<file path="config.mk">
export PLATFORM = sky130hd
export DESIGN_NAME = bus_arbiter_4x1
export DESIGN_NICKNAME = d
export VERILOG_FILES = /design/src/rtl/bus_arbiter_4x1.sv
export SDC_FILE = /design/constraint.sdc
export NUM_CORES = 1
export LEC_CHECK = 0
export ABC_CLOCK_PERIOD_IN_PS = 2200
export BUFFER_PORTS_ARGS = -buffer_cell sky130_fd_sc_hd__buf_4
export CORE_UTILIZATION = 40
export CTS_BUF_LIST = sky130_fd_sc_hd__clkbuf_4 sky130_fd_sc_hd__clkbuf_8 sky130_fd_sc_hd__clkbuf_16
export DETAILED_ROUTE_END_ITERATION = 10
export PLACE_DENSITY = 0.74
export SYNTH_ARGS = -nofsm -noshare
export SYNTH_HDL_FRONTEND = slang
export SYNTH_SLANG_ARGS = --single-unit
export TNS_END_PERCENT = 1
</file>
<file path="constraint.sdc">
create_clock -name CLK -period 2.2 [get_ports CLK]
set_clock_uncertainty 0.2 [all_clocks]
set_input_delay 0.66 -clock CLK [delete_from_list [all_inputs] [get_ports CLK]]
set_output_delay 0.66 -clock CLK [all_outputs]
set_load 0.01 [all_outputs]
</file>
<file path="src/rtl/bus_arbiter_4x1.sv">
// bus_arbiter_4x1
//
// Round-robin arbiter and sequencer for the shared 4:1 datapath mux.
// Four requesters compete for the bus. The winner is granted in BUSY, and
// its data word is registered onto Y with VALID. Every release passes
// through at least one TURN cycle with no grant, so ownership never moves
// directly from one requester to another. While other requesters are
// pending, an owner is limited to MAX_HOLD consecutive grant cycles.
//
// Parameters:
//   DATA_WIDTH  width of the data words (32)
//   MAX_HOLD    maximum consecutive grant cycles under contention (1..255)
//
// Ports:
//   CLK    in   system clock, rising edge
//   RST    in   asynchronous active-low reset
//   REQ    in   [3:0] level requests, bit i = requester i
//   D0..D3 in   [DATA_WIDTH-1:0] requester data words
//   GNT    out  [3:0] registered one-hot grant, zero when there is no owner
//   SEL    out  [1:0] registered mux select, the current or last owner
//   Y      out  [DATA_WIDTH-1:0] registered bus word
//   VALID  out  Y holds a word captured from the current owner

module bus_arbiter_4x1 #(
  parameter int DATA_WIDTH = 32,
  parameter int MAX_HOLD   = 8
) (
  input  logic                  CLK,
  input  logic                  RST,
  input  logic [3:0]            REQ,
  input  logic [DATA_WIDTH-1:0] D0,
  input  logic [DATA_WIDTH-1:0] D1,
  input  logic [DATA_WIDTH-1:0] D2,
  input  logic [DATA_WIDTH-1:0] D3,
  output logic [3:0]            GNT,
  output logic [1:0]            SEL,
  output logic [DATA_WIDTH-1:0] Y,
  output logic                  VALID
);

  typedef enum logic [1:0] {
    IDLE = 2'b00,
    BUSY = 2'b01,
    TURN = 2'b10
  } state_t;

  state_t                state;
  logic [1:0]            last;
  logic [7:0]            hold;

  logic [1:0]            winner;
  logic [1:0]            cand;
  logic                  found;
  logic [3:0]            owner_mask;
  logic                  others_pending;
  logic                  release_now;
  logic                  hold_full;
  logic [DATA_WIDTH-1:0] d_sel;

  // The search starts one past the last owner and wraps around. The last
  // owner is tried last, which gives the round-robin rotation.
  always_comb begin
    winner = last;
    cand   = '0;
    found  = 1'b0;
    for (int k = 1; k <= 4; k++) begin
      cand = last + k[1:0];
      if (!found && REQ[cand]) begin
        winner = cand;
        found  = 1'b1;
      end
    end
  end

  // An owner gives up the bus when it drops its request. It is also forced
  // off once its quota is used up, but only if somebody else is waiting.
  always_comb begin
    owner_mask     = 4'b0001 << SEL;
    others_pending = |(REQ & ~owner_mask);
    hold_full      = (hold == 8'(MAX_HOLD));
    release_now    = !REQ[SEL] || (hold_full && others_pending);
  end

  always_comb begin
    case (SEL)
      2'd0:    d_sel = D0;
      2'd1:    d_sel = D1;
      2'd2:    d_sel = D2;
      default: d_sel = D3;
    endcase
  end

  // Single state machine. Data capture looks at the state before the edge.
  // The word is therefore taken one edge after the grant appears, and once
  // more on the edge that releases the grant. SEL is left alone when the
  // grant drops, so the mux select stays on the last owner.
  always_ff @(posedge CLK or negedge RST) begin
    if (!RST) begin
      state <= IDLE;
      GNT   <= '0;
      SEL   <= '0;
      Y     <= '0;
      VALID <= 1'b0;
      last  <= 2'b11;
      hold  <= '0;
    end else begin
      if (state == BUSY) begin
        Y     <= d_sel;
        VALID <= 1'b1;
      end else begin
        VALID <= 1'b0;
      end

      case (state)
        IDLE, TURN: begin
          if (found) begin
            state <= BUSY;
            GNT   <= 4'b0001 << winner;
            SEL   <= winner;
            last  <= winner;
            hold  <= 8'd1;
          end else begin
            state <= IDLE;
            GNT   <= '0;
          end
        end
        BUSY: begin
          if (release_now) begin
            state <= TURN;
            GNT   <= '0;
          end else if (!hold_full) begin
            hold <= hold + 8'd1;
          end
        end
        default: begin
          state <= IDLE;
          GNT   <= '0;
        end
      endcase
    end
  end

endmodule

</file>
==> flow_summary.json, run 1 <==
{
  "grt_pass1_vias": 2499,
  "synthFlopType": "dfrtp_1",
  "drc": 0,
  "drt_iter0_markers": 101,
  "clk_latency_ns": 0.30,
  "max-vdd-ir-drop_v": 0.0007319,
  "ys_seq_area_share_pct": 43.43,
  "synth_edf_count": 0,
  "path_max_fanout": 13,
  "path_class": "reg -> out",
  "clkTransAtPathRegs_ns": 0.09,
  "gp_congestion": 0.8039,
  "cts-buffers-inserted": 5,
  "antenna_cells": 0,
  "cp.depth": 2,
  "clk_path_buf_depth": 2,
  "overflow": 0,
  "htree_levels": 2,
  "post-dp-hpwl_mm": 6.355,
  "syn_area_um2": 2944,
  "wl_per_cell_um": 16.73,
  "cts_hold_buf": 0,
  "io_buffers": 172,
  "setup_tns_ns": 0,
  "hp-class": "in -> async",
  "die_x_um": 87.79,
  "slew_violations": 0,
  "p_per_area_nw_per_um2": 1240,
  "power_mw": 5.592,
  "leakagePower_nw": 2.109,
  "period_share_pct": 95.78,
  "ys_types": 38,
  "slowest_delay_ns": 0.47,
  "synth_nets": 337,
  "grt_use_total_pct": 20.40,
  "synth_cells": 201,
  "path_cells": "buf_4 -> buf_4",
  "root_buffer": "clkbuf_8",
  "drive_gt1_share_pct": 69.68,
  "fin_nets": 511,
  "num_rows": 30,
  "cts_resized": 0,
  "relSlewSlack_pct": 71.10,
  "finalSetupViolCount": 0,
  "coreArea_um2": 6944,
  "maxCapViolCount": 0,
  "cts_tree": "done",
  "crit_path_frequent_cell": "buf_4",
  "required_ns": 1.34,
  "antenna_found_initial": 0,
  "cp-start-kind": "flip-flop",
  "initial_core_util_pct": 42.40,
  "vias": 2430,
  "crit_arrival_ns": 1.25,
  "async_flop_share_pct": 100.0,
  "drt-total-wl_mm": 7.896,
  "syn_to_final_growth_pct": 53.12,
  "die_h_um": 87.79,
  "ys.warnings.count": 0,
  "tightest_slew_ns": 0.4314,
  "r2r_cells": 3,
  "syn_area_per_cell_um2": 14.65,
  "ioPinCount": 173,
  "rsz0062_at_grt": "no",
  "clock_sinks": 51,
  "period_needed_ns": 2.107,
  "design.die.area_um2": 7707,
  "crit_buf_inv": 2,
  "status": "completed",
  "ys_seq_elements": 51,
  "grt_max_degree": 33,
  "clock.fmax_ghz": 0.4746,
  "timing.reg2reg.setup_slack_ns": 0.30,
  "antenna_left": 0,
  "post-cts-setup-buffer-count": 0,
  "viasPerCell": 5.148,
  "n_fill_cell": 539,
  "finalHoldViolations": 0,
  "critPathSlowestCell": "dfrtp_2",
  "cp-end-kind": "primary output",
  "grt_first_pass_wirelength_mm": 11.94,
  "cp_top_family": "flip-flops",
  "drtPass1Iterations": 4
}
==> per-stage QoR <==
stage                     hold slack, ns  area (µm²)  setup WS (ns)  instances  util (%)
after floorplan                   0.1644        2944         0.2385        201         -
after global placement            0.2836        4372        0.04487        464     62.96
after detailed placement          0.2862        4372        0.02424        464     62.96
after CTS                        0.09786        4508        0.05415        472     64.92
after global routing              0.1098        4508        0.01177        472     64.92
final                            0.09081        4508        0.09283        472     64.92
==> sequential cells by signal, summed over array words and instances, names as in the netlist <==
signal	cells
GNT	4
SEL	2
VALID	1
Y	32
hold	8
last	2
state	2
==> where the power goes <==
part / internal, mW / total [mW] / switching [mW]
Sequential: 1.40 / 1.67 / 0.279
Combinational: 1.87 / 3.15 / 1.29
Clock: 0.453 / 0.764 / 0.311
Total: 3.72 / 5.59 / 1.88
==> final cells by class <==
class | instances | area [µm²] | share of cell area [%]
timing repair buffer | 181 | 1384 | 30.70
clock inverter | 3 | 67.56 | 1.499
tap | 96 | 120.1 | 2.664
multi-input combinational | 133 | 1577 | 34.97
sequential | 51 | 1280 | 28.39
clock buffer | 5 | 68.82 | 1.527
inverter | 3 | 11.26 | 0.2498
==> worst paths after layout <==
kind	from	end
max	SEL[0]	SEL[0]
min	RST	Y[2]
max reg2reg	SEL[0]	Y[23]
min reg2reg	Y[17]	Y[17]
max in group asynchronous	RST	last[0]
min in group CLK	Y[17]	Y[17]
==> metal layers <==
layer | wire, µm | global-route usage, %
met1 | 3132 | 25.60
met3 | 641 | 5.278
met5 | 0 | 0
met4 | 36 | 3.130
met2 | 4085 | 36.15
==> synthesized netlist by cell type, types with 3 or more instances <==
cell,count,area share (%)
dfrtp_1,49,42
nand3_1,7,1.2
mux2i_1,4,1.4
buf_2,8,1.4
clkbuf_1,4,0.51
xor2_1,3,0.89
nor2_1,7,0.89
inv_1,3,0.38
o21a_1,4,1.0
mux4_2,33,25
mux2_2,32,12
nand4_1,3,0.64
nand2_1,7,0.89
==> layout by cell type, fill, tap and decap left out, drive strengths merged, types with 4 or more instances in the layout <==
cell type    n
o21a         4
nor2         7
nand3        7
mux4        33
buf        181
dfrtp       49
clkbuf       5
mux2        32
nand2        8
mux2i        4
==> cells by family (layout without fill, tap and decap cells) <==
logic type      after synthesis  after routing  share of synthesized area (%)
mux                          69             69                          38.84
flops                        51             51                          43.43
simple gates                 39             39                          7.523
compound gates               20             20                          5.440
buf+inv                      17            192                          3.017
xor+xnor                      3              3                         0.8926
fa+ha+maj                     2              2                         0.8498
(Power assumes the default switching activity.)
==> run 2, diff against run 1 <==
--- a/config.mk
+++ b/config.mk
@@ -5,7 +5,7 @@
 export SDC_FILE = /design/constraint.sdc
 export NUM_CORES = 1
 export LEC_CHECK = 0
-export ABC_CLOCK_PERIOD_IN_PS = 2200
+export ABC_CLOCK_PERIOD_IN_PS = 2650
 export BUFFER_PORTS_ARGS = -buffer_cell sky130_fd_sc_hd__buf_4
 export CORE_UTILIZATION = 40
 export CTS_BUF_LIST = sky130_fd_sc_hd__clkbuf_4 sky130_fd_sc_hd__clkbuf_8 sky130_fd_sc_hd__clkbuf_16
==> constraint.sdc (replaced) <==
create_clock -name CLK -period 2.65 [get_ports CLK]
set_clock_uncertainty 0.2 [all_clocks]
set_input_delay 0.795 -clock CLK [delete_from_list [all_inputs] [get_ports CLK]]
set_output_delay 0.795 -clock CLK [all_outputs]
set_load 0.01 [all_outputs]
==> flow_summary.json, run 2 (synthesized netlist as in run 1, its figures left out) <==
{
  "status": "completed",
  "grt_use_total_pct": 20.31,
  "design.die.area_um2": 7707,
  "internal-power_mw": 3.000,
  "power.share.clock_pct": 12.3,
  "rsz0062_at_grt": "no",
  "cts_resized": 0,
  "post-dp-hpwl_mm": 6.223,
  "period_needed_ns": 2.240,
  "die_h_um": 87.79,
  "setup_tns_ns": 0,
  "fin_nets": 509,
  "ioPinCount": 173,
  "num_rows": 30,
  "path_max_fanout": 12,
  "coreArea_um2": 6944,
  "hp-class": "in -> async",
  "pre_cts_slack_ns": 0.3282,
  "final_cell_mix": "178 x buf_4, 48 x dfrtp_1, 33 x mux4_2",
  "drive_gt1_share_pct": 69.52,
  "power_mw": 4.552,
  "wl_per_cell_um": 16.78,
  "initial_core_util_pct": 42.40,
  "grt_first_pass_wirelength_mm": 11.88,
  "cts_tree": "done",
  "maxCapViolCount": 0,
  "finalSetupViolCount": 0,
  "p_per_area_nw_per_um2": 1020,
  "antenna_cells": 0,
  "drtPass1Iterations": 4,
  "design_area_um2": 4462,
  "clkTransAtPathRegs_ns": 0.09,
  "required_ns": 1.66,
  "drt-total-wl_mm": 7.886,
  "syn_to_final_growth_pct": 51.55,
  "clock.fmax_ghz": 0.4464,
  "drc": 0,
  "slew_violations": 0,
  "clock_sinks": 51,
  "cts_hold_buf": 0,
  "setup_slack_ns": 0.4097,
  "grt_pass1_vias": 2423,
  "final_util_pct": 64.25,
  "io_buffers": 172,
  "crit_arrival_ns": 1.25,
  "clk_path_buf_depth": 2,
  "path_class": "reg -> out",
  "drt_iter0_markers": 79,
  "top_register": "Y",
  "finalHoldViolations": 0,
  "cts-buffers-inserted": 5,
  "fin_hold_ws_ns": 0.3136,
  "gp_congestion": 0.8033,
  "die_x_um": 87.79,
  "relSlewSlack_pct": 56.82,
  "period_share_pct": 84.54,
  "mostFrequentLayoutCell": "buf_4",
  "seq_power_share_pct": 31.0,
  "vias": 2439,
  "cp-end-kind": "primary output",
  "final-instance-count-excl-fill": 470,
  "placedInstanceArea_um2": 4344,
  "grt_max_degree": 52,
  "overflow": 0,
  "cp-start-kind": "flip-flop",
  "max-vdd-ir-drop_v": 0.0005813,
  "largest_reg_flops": 32,
  "sw_frac_of_total_pct": 34.10,
  "leakagePower_nw": 2.091,
  "root_buffer": "clkbuf_8",
  "dpl.cell_count": 462,
  "antenna_found_initial": 0,
  "top_regs": "Y (32), hold (8), GNT (4)",
  "antenna_left": 0,
  "tightest_slew_ns": 0.6477,
  "clk_latency_ns": 0.30,
  "post-cts-setup-buffer-count": 0,
  "p_switching_mw": 1.552,
  "viasPerCell": 5.189,
  "htree_levels": 2,
  "pwr-share-comb_pct": 56.6
}
-- run 2: path summary, 6_finish.rpt --
| kind | from | end | slack (ns) | depth (start not counted) |
|---|---|---|---|---|
| worst max-delay path | SEL[0] | SEL[0] | 0.41 | 2 |
| worst min-delay path | RST | state[1] | 0.31 | 1 |
| worst max register to register | SEL[0] | Y[14] | 0.69 | 3 |
| worst min register to register | Y[24] | Y[24] | 0.31 | 1 |
| max in group asynchronous | RST | SEL[0] | 1.48 | 1 |
| min in group CLK | Y[24] | Y[24] | 0.31 | 1 |
-- run 2: critical path, cell delays in order (launching register included) --
cell and delay [ns]:
dfrtp_2 0.60, buf_4 0.22, buf_4 0.12
-- run 2: final cells by class --
cell class / instances / area (µm²)
Multi-Input combinational cell: 133 / 1577
Tap cell: 96 / 120.1
Inverter: 3 / 11.26
Fill cell: 551 / 2482
Sequential cell: 51 / 1280
Clock buffer: 6 / 82.58
Timing Repair Buffer: 179 / 1356
Clock inverter: 2 / 35.03
-- run 2: power by group through the flow --
| stage | sequential [mW] | clock [mW] | combinational (mW) |
|---|---|---|---|
| floorplan | 1.49 | 0 | 1.57 |
| global placement | 1.42 | 0 | 2.57 |
| detailed placement | 1.43 | 0 | 2.61 |
| CTS | 1.42 | 0.584 | 2.62 |
| global route | 1.48 | 0.610 | 2.78 |
| finish | 1.41 | 0.561 | 2.58 |
-- run 2: metal layers --
| layer | global-route usage, % | routed length (µm) | up-vias |
|---|---|---|---|
| met4 | 3.279 | 38 | 0 |
| li1 | - | - | 1132 |
| met1 | 24.84 | 2909 | 1201 |
| met3 | 6.315 | 765 | 4 |
| met5 | 0 | 0 | - |
| met2 | 35.87 | 4173 | 102 |
==> run 3, diff against run 2 <==
--- a/config.mk
+++ b/config.mk
@@ -5,7 +5,7 @@
 export SDC_FILE = /design/constraint.sdc
 export NUM_CORES = 1
 export LEC_CHECK = 0
-export ABC_CLOCK_PERIOD_IN_PS = 2650
+export ABC_CLOCK_PERIOD_IN_PS = 2100
 export BUFFER_PORTS_ARGS = -buffer_cell sky130_fd_sc_hd__buf_4
 export CORE_UTILIZATION = 40
 export CTS_BUF_LIST = sky130_fd_sc_hd__clkbuf_4 sky130_fd_sc_hd__clkbuf_8 sky130_fd_sc_hd__clkbuf_16
==> constraint.sdc (replaced) <==
create_clock -name CLK -period 2.1 [get_ports CLK]
set_clock_uncertainty 0.2 [all_clocks]
set_input_delay 0.63 -clock CLK [delete_from_list [all_inputs] [get_ports CLK]]
set_output_delay 0.63 -clock CLK [all_outputs]
set_load 0.01 [all_outputs]
==> flow_summary.json, run 3 (synthesized netlist as in run 1, its figures left out) <==
{
  "status": "completed",
  "p_per_area_nw_per_um2": 1267,
  "initial_core_util_pct": 42.40,
  "syn_to_final_growth_pct": 54.48,
  "cts_resized": 0,
  "die_x_um": 87.79,
  "post-cts-setup-buffer-count": 0,
  "multiInputGateArea_um2": 1577,
  "top_regs": "Y (32), hold (8), GNT (4)",
  "required_ns": 1.27,
  "antenna_left": 0,
  "fin_nets": 519,
  "cts_tree": "done",
  "drtPass1Iterations": 4,
  "finalSetupViolCount": 0,
  "final_util_pct": 65.50,
  "drc": 0,
  "power_mw": 5.763,
  "mostFrequentLayoutCell": "buf_4",
  "leakagePower_nw": 2.143,
  "n_fill_cell": 553,
  "setup_tns_ns": 0,
  "rsz0062_at_grt": "no",
  "cts-buffers-inserted": 5,
  "p_switching_mw": 1.978,
  "htree_levels": 2,
  "drt_iter0_markers": 95,
  "period_needed_ns": 2.001,
  "vias": 2492,
  "cp-end-kind": "primary output",
  "drive_gt1_share_pct": 70.31,
  "largest_reg_flops": 32,
  "power.share.clock_pct": 10.0,
  "seq_area_um2": 1280,
  "antenna_found_initial": 0,
  "final_cell_mix": "185 x buf_4, 48 x dfrtp_1, 33 x mux4_2",
  "num_rows": 30,
  "finalHoldViolations": 0,
  "cp-start-kind": "flip-flop",
  "clk_latency_ns": 0.29,
  "post-dp-hpwl_mm": 6.627,
  "cts_hold_buf": 0,
  "final-instance-count-excl-fill": 480,
  "grt_first_pass_wirelength_mm": 12.47,
  "hp-class": "in -> async",
  "slew_violations": 0,
  "clkTransAtPathRegs_ns": 0.09,
  "crit_arrival_ns": 1.17,
  "ioPinCount": 173,
  "wl_per_cell_um": 17.00,
  "sw_frac_of_total_pct": 34.31,
  "internal-power_mw": 3.786,
  "design.die.area_um2": 7707,
  "fin_hold_ws_ns": 0.03345,
  "drt-total-wl_mm": 8.159,
  "grt_use_total_pct": 21.28,
  "io_buffers": 172,
  "relSlewSlack_pct": 68.93,
  "top_register": "Y",
  "overflow": 0,
  "clk_path_buf_depth": 2,
  "root_buffer": "clkbuf_8",
  "tightest_slew_ns": 0.4639,
  "path_class": "reg -> out",
  "antenna_cells": 0,
  "placedInstanceArea_um2": 4457,
  "grt_pass1_vias": 2645,
  "viasPerCell": 5.192,
  "dpl.cell_count": 472,
  "max-vdd-ir-drop_v": 0.0005944,
  "clock_sinks": 51,
  "design_area_um2": 4548,
  "die_h_um": 87.79,
  "seq_power_share_pct": 30.7,
  "maxCapViolCount": 0,
  "grt_max_degree": 24,
  "coreArea_um2": 6944,
  "setup_slack_ns": 0.09917,
  "period_share_pct": 95.28,
  "gp_congestion": 0.8358,
  "pre_cts_slack_ns": -0.03738,
  "pwr-share-comb_pct": 59.3,
  "clock.fmax_ghz": 0.4998,
  "path_max_fanout": 13
}
-- run 3: cell types whose count changed in the layout (fill, tap and decap cells not counted) --
| cell | delta |
|---|---|
| clkbuf_4 | +3 |
| bufinv_16 | -1 |
| buf_12 | +3 |
| buf_4 | +7 |
| clkinv_2 | -1 |
| clkbuf_8 | -1 |
-- run 3: final timing paths --
kind	from	endpoint	slack [ns]	depth (start not counted)
min in group CLK	GNT[0]	GNT[0]	0.31	1
min	RST	SEL[1]	0.03	1
max	SEL[0]	SEL[0]	0.1	2
max in group asynchronous	RST	last[0]	1.17	2
max reg2reg	SEL[0]	Y[17]	0.26	3
min reg2reg	GNT[0]	GNT[0]	0.31	1
-- run 3: final cells by class --
type                            count  share of cell area, %
Timing Repair Buffer              189                  32.30
Inverter                            3                 0.2476
Clock buffer                        8                  2.008
Tap cell                           96                  2.641
Sequential cell                    51                  28.14
Multi-Input combinational cell    133                  34.66
-- run 3: critical path: stages, from the launching register on --
cell	delay, ns
dfrtp_2	0.53
buf_12	0.20
buf_4	0.14
-- run 3: power by group through the flow --
stage,Clock [mW],Combinational [mW],Sequential (mW)
detailed placement,0,3.46,1.79
global route,0.644,3.69,1.84
global placement,0,3.39,1.77
finish,0.577,3.42,1.77
CTS,0.605,3.46,1.77
floorplan,0,1.99,1.88
-- run 3: routing by layer --
layer	vias to the layer above	global-route usage, %	routed length [µm]	share of wire, %
met4	0	4.173	50	0.61
met2	116	38.90	4373	54
li1	1154	-	-	-
met5	-	0	0	0
met1	1218	24.75	3053	37
met3	4	6.315	682	8.4
